## src/rtl/pio_avail_fifo.sv

```systemverilog
// pio_avail_fifo: drains CPU-written PIO words into a small FIFO and acks each
// one immediately, then presents the buffered words on a show-ahead
// valid/ready stream.
//
// Ports:
//   clk, rst_n          clock, asynchronous active-low reset
//   update_avail/rddata PIO word presented by the CPU register
//   read_rst            ack to the PIO (combinational, high in the push cycle)
//   flush               synchronous clear of contents and status
//   out_valid/out_data  stream word (show-ahead), out_ready accepts it
//   fill_level          current occupancy 0..DEPTH
//   backpressure        sticky: a PIO word was waiting while the FIFO was full
//
// Optional build macro PIO_AVAIL_FIFO_STATS_EN adds:
//   peak_level          highest occupancy since reset/flush
//   drop_stall_cycles   saturating count of cycles a PIO word waited on a full FIFO
module pio_avail_fifo #(
    parameter int unsigned DATA_WIDTH = 32,
    parameter int unsigned DEPTH      = 4
) (
    input  logic                        clk,
    input  logic                        rst_n,
    input  logic                        update_avail,
    input  logic [DATA_WIDTH-1:0]       rddata,
    output logic                        read_rst,
    input  logic                        flush,
    output logic                        out_valid,
    output logic [DATA_WIDTH-1:0]       out_data,
    input  logic                        out_ready,
    output logic [$clog2(DEPTH):0]      fill_level,
    output logic                        backpressure
`ifdef PIO_AVAIL_FIFO_STATS_EN
    ,
    output logic [$clog2(DEPTH):0]      peak_level,
    output logic [15:0]                 drop_stall_cycles
`endif
);

    localparam int unsigned AW = $clog2(DEPTH);
    localparam int unsigned CW = AW + 1;

    logic [DATA_WIDTH-1:0] mem [DEPTH];
    logic [AW-1:0]         wr_ptr;
    logic [AW-1:0]         rd_ptr;
    logic [CW-1:0]         count;
    logic [CW-1:0]         count_nxt;
    logic                  full;
    logic                  push;
    logic                  pop;

    assign full       = (count == CW'(DEPTH));
    assign out_valid  = (count != CW'(0));
    assign out_data   = mem[rd_ptr];
    assign fill_level = count;

    // Gating with rst_n keeps the ack low while reset is held, so the PIO
    // keeps its word until the first post-reset cycle.
    assign push     = rst_n & update_avail & ~full & ~flush;
    assign pop      = out_valid & out_ready & ~flush;
    assign read_rst = push;

    // Next occupancy; shared by the count register and peak tracking.
    always_comb begin
        count_nxt = count;
        if (flush) begin
            count_nxt = '0;
        end else begin
            case ({push, pop})
                2'b10:   count_nxt = count + CW'(1);
                2'b01:   count_nxt = count - CW'(1);
                default: count_nxt = count;
            endcase
        end
    end

    // Storage, pointers, occupancy and sticky overflow status.
    always_ff @(posedge clk or negedge rst_n) begin
        if (!rst_n) begin
            for (int i = 0; i < int'(DEPTH); i++) begin
                mem[i] <= '0;
            end
            wr_ptr       <= '0;
            rd_ptr       <= '0;
            count        <= '0;
            backpressure <= 1'b0;
        end else if (flush) begin
            wr_ptr       <= '0;
            rd_ptr       <= '0;
            count        <= '0;
            backpressure <= 1'b0;
        end else begin
            if (push) begin
                mem[wr_ptr] <= rddata;
                wr_ptr      <= wr_ptr + AW'(1);
            end
            if (pop) begin
                rd_ptr <= rd_ptr + AW'(1);
            end
            count <= count_nxt;
            if (update_avail && full) begin
                backpressure <= 1'b1;
            end
        end
    end

`ifdef PIO_AVAIL_FIFO_STATS_EN
    // Peak occupancy and full-stall cycle statistics.
    always_ff @(posedge clk or negedge rst_n) begin
        if (!rst_n) begin
            peak_level        <= '0;
            drop_stall_cycles <= '0;
        end else if (flush) begin
            peak_level        <= '0;
            drop_stall_cycles <= '0;
        end else begin
            if (count_nxt > peak_level) begin
                peak_level <= count_nxt;
            end
            if (update_avail && full && (drop_stall_cycles != 16'hFFFF)) begin
                drop_stall_cycles <= drop_stall_cycles + 16'd1;
            end
        end
    end
`endif

endmodule
```

## config.mk

```make
export PLATFORM = sky130hd
export DESIGN_NAME = pio_avail_fifo
export DESIGN_NICKNAME = d
export VERILOG_FILES = /design/src/rtl/pio_avail_fifo.sv
export SDC_FILE = /design/constraint.sdc
export NUM_CORES = 1
export LEC_CHECK = 0
export ABC_AREA = 1
export CORE_MARGIN = 3
export CORE_UTILIZATION = 50
export CTS_CLUSTER_DIAMETER = 30
export DETAILED_ROUTE_END_ITERATION = 10
export HOLD_SLACK_MARGIN = 0.1
export PLACE_DENSITY_LB_ADDON = 0.08
export SLEW_MARGIN = 20
export SYNTH_ARGS = -nofsm -noshare
export SYNTH_HDL_FRONTEND = slang
export SYNTH_SLANG_ARGS = --single-unit
```

## constraint.sdc

```tcl
create_clock -name clk -period 4.8 [get_ports clk]
set_input_delay 0.72 -clock clk [delete_from_list [all_inputs] [get_ports clk]]
set_output_delay 0.72 -clock clk [all_outputs]
set_load 0.01 [all_outputs]
```

==> reports/qor.txt <==
Total power: 0.00329 W
Setup total negative slack: 0 ns
Critical path's slowest cell: clkinv_2
CP required: 4.08 ns
Total track usage: 21.8%
Dpl cells: 888
Final worst-path cycle share: 68.6%
Global-route wire length before repair: 24600 µm
Register Area: 3400 µm²
# Max-Cap Violations: 0
DRC: 0
CP Buf/Inv Count: 2
WL per Instance: 15.4 µm
Routability Congestion: 0.794
Total CTS buffers: 17
Core ar.: 12200 µm²
Util after Layout: 61.4%
Skew final: 0.00546 ns
Final hold slack: 0.255 ns
Crit Path Max Fanout: 65
PortBufs: 74
Multi-input logic area: 2410 µm²
R2R depth: 10
Skew-Pair Late Insertion Delay: 0.42 ns
Vias/cell: 5.31
Slew headroom: 42.2%
Worst-case vdd ir drop: 271 µV
Die area: 14000 µm²
Crit Path Category: register to primary output
Clk buf depth: 2
Leakage power: 3.57 nW
Area Overhead vs Synth: 18.3%
Post-route ant nets: 0
IO Pins: 75
Worst path top cell family by delay: buffers and inverters
CTS tree: done
Avg Cell Area, Syn: 9.20 µm²
Clock slew at reported path FFs: 0.05 ns
Register bit total from synthesis: 136
DRT iter0 DRCs: 549
Post-synth net total: 728
Final non-filler cell total: 918
Period minus WS final: 3.29 ns
DRT Pass-1 Iters: 6
Unrepaired setup endpoints after global routing: false
Synth cell types: 23
Final #Nets: 781
Max-slew violations: 0
N_diodes: 0
Detailed placement HPWL: 7930 µm
WL final: 14100 µm
CP Data Arrival Time: 2.57 ns
CP peak stage delay: 0.66 ns
Layout filler cell count: 1093
Final setup vio count: 0
Commonest non-fill, non-tap cell in the layout: nand2_1
Reg-to-reg endpoint: fill_level[2]$_DFFE_PN0P_
Most frequent cells in the layout: nand2_1, dfrtp_1, o21ai_1, clkdlybuf4s50_1, o21ai_0
Total grt overflow: 0
Pwr Density: 440 nW/µm²
Clk sinks: 136
Crit path cell chain: clkinv_2 > o21ai_0 > o22ai_1 > clkdlybuf4s50_1
CTS root buffer: clkbuf_16
Hold-fix buffers, CTS: 0
CP endpoint kind: primary output
Die Wd: 118 µm
Via count: 4879
Synth warnings: 0
Final Hold Vio Count: 0
Post-CTS setup buffer count: 0
Largest net degree at the start of global routing: 85
Layout cell share with drive strength beyond 1: 12.7%
Worst hold path type: primary input to async pin
Outcome: complete, no violations
CP Launch Type: register
H-tree Lvls: 4
Worst slew pin tran: 0.866 ns
Die H: 118 µm
Number of gates resized after CTS: 0
Synth Cell Area: 6310 µm²
Initial antenna violation count: 0
Initial Utilization: 51.9%
R2R Setup Slk: 2.81 ns
Vias in the first global route: 5007
Fmax: 304 MHz
Sequential area share after synthesis: 53.9%
Site row count: 40
Mapped Cells: 686
Reg-to-reg startpoint: fill_level[0]$_DFFE_PN0P_
## stage by stage
stage	worst slack, ns	cell area (µm²)
after global placement	1.83	6960
after detailed placement	1.80	6960
after global routing	1.28	7470
after floorplan	2.79	6310
after CTS	1.43	7460
final	1.51	7470
## final cells by class
class / count / area share [%]
multi-input combinational: 463 / 32.2
tap: 168 / 2.81
clock inverter: 4 / 0.268
clock buffer: 26 / 6.55
inverter: 43 / 2.18
sequential: 136 / 45.6
timing repair buffer: 78 / 10.4
## synthesized netlist by cell type
library cell | count | share of area, %
o21ai_1 | 73 | 5.8
nand2_1 | 144 | 8.6
o21ai_2 | 55 | 7.6
o21ai_0 | 68 | 5.4
nor2_8 | 1 | 0.32
buf_4 | 3 | 0.36
nand3_2 | 1 | 0.16
nor2_2 | 1 | 0.099
buf_2 | 5 | 0.40
o22ai_1 | 32 | 3.2
ha_1 | 4 | 0.79
nand2_2 | 1 | 0.099
inv_1 | 43 | 2.6
nor2_1 | 65 | 3.9
fa_1 | 1 | 0.32
xor2_1 | 1 | 0.14
nand2_4 | 5 | 0.89
a21oi_1 | 5 | 0.40
buf_6 | 21 | 3.7
nand3b_1 | 1 | 0.12
dfrtp_1 | 136 | 54
clkbuf_1 | 15 | 0.89
nand3_1 | 5 | 0.40
## where the power goes
part	switching, W	internal [W]	leakage [nW]
clock	0.000444	0.000691	0.254
sequential	0.000100	0.00134	1.80
combinational	0.000369	0.000344	1.52
total	0.000914	0.00237	3.57
## state kept, by name, summed over array words and instances, names as in the netlist
name          cells
backpressure      1
fill_level        3
mem             128
rd_ptr            2
wr_ptr            2
## worst reg2reg max path, stage by stage, from the launching register on
cell,delay (ns)
dfrtp_1,0.45
nor2_2,0.22
a21oi_1,0.13
nand3_2,0.13
inv_1,0.07
fa_1,0.39
xor2_1,0.18
nand3b_1,0.16
nand2_1,0.06
nand2_1,0.05
nand2_1,0.06
## kinds of logic (layout without fill, tap and decap cells)
logic type                 after synthesis  after routing  synth area share, %
xor gates and xnor gates                 1              1                0.139
and+or+nand+nor                        224            224                 14.5
DFF                                    136            136                 53.9
adders and majority gates                5              5                 1.11
AOI/OAI and AO/OA                      233            233                 22.4
buffers and inverters                   87            151                 7.95
## worst max-delay path by stage
stage	startpoint	end	slack (ns)	depth (start not counted)
after floorplan	rst_n	fill_level[2]$_DFFE_PN0P_	2.79	11
after CTS	rd_ptr[0]$_DFFE_PN0P_	out_data[10]	1.43	4
after global routing	rd_ptr[0]$_DFFE_PN0P_	out_data[14]	1.28	4
final	rd_ptr[0]$_DFFE_PN0P_	out_data[4]	1.51	4
after global placement	rst_n	read_rst	1.83	6
after detailed placement	rst_n	read_rst	1.80	6
## routing by layer
layer	track usage, %	up-vias	share of wire (%)
li1	-	2392	-
met1	28.5	2361	46
met2	36.0	109	49
met3	5.41	17	4.5
met4	6.74	0	1.1
met5	0	-	0
(Power assumes the default switching activity.)
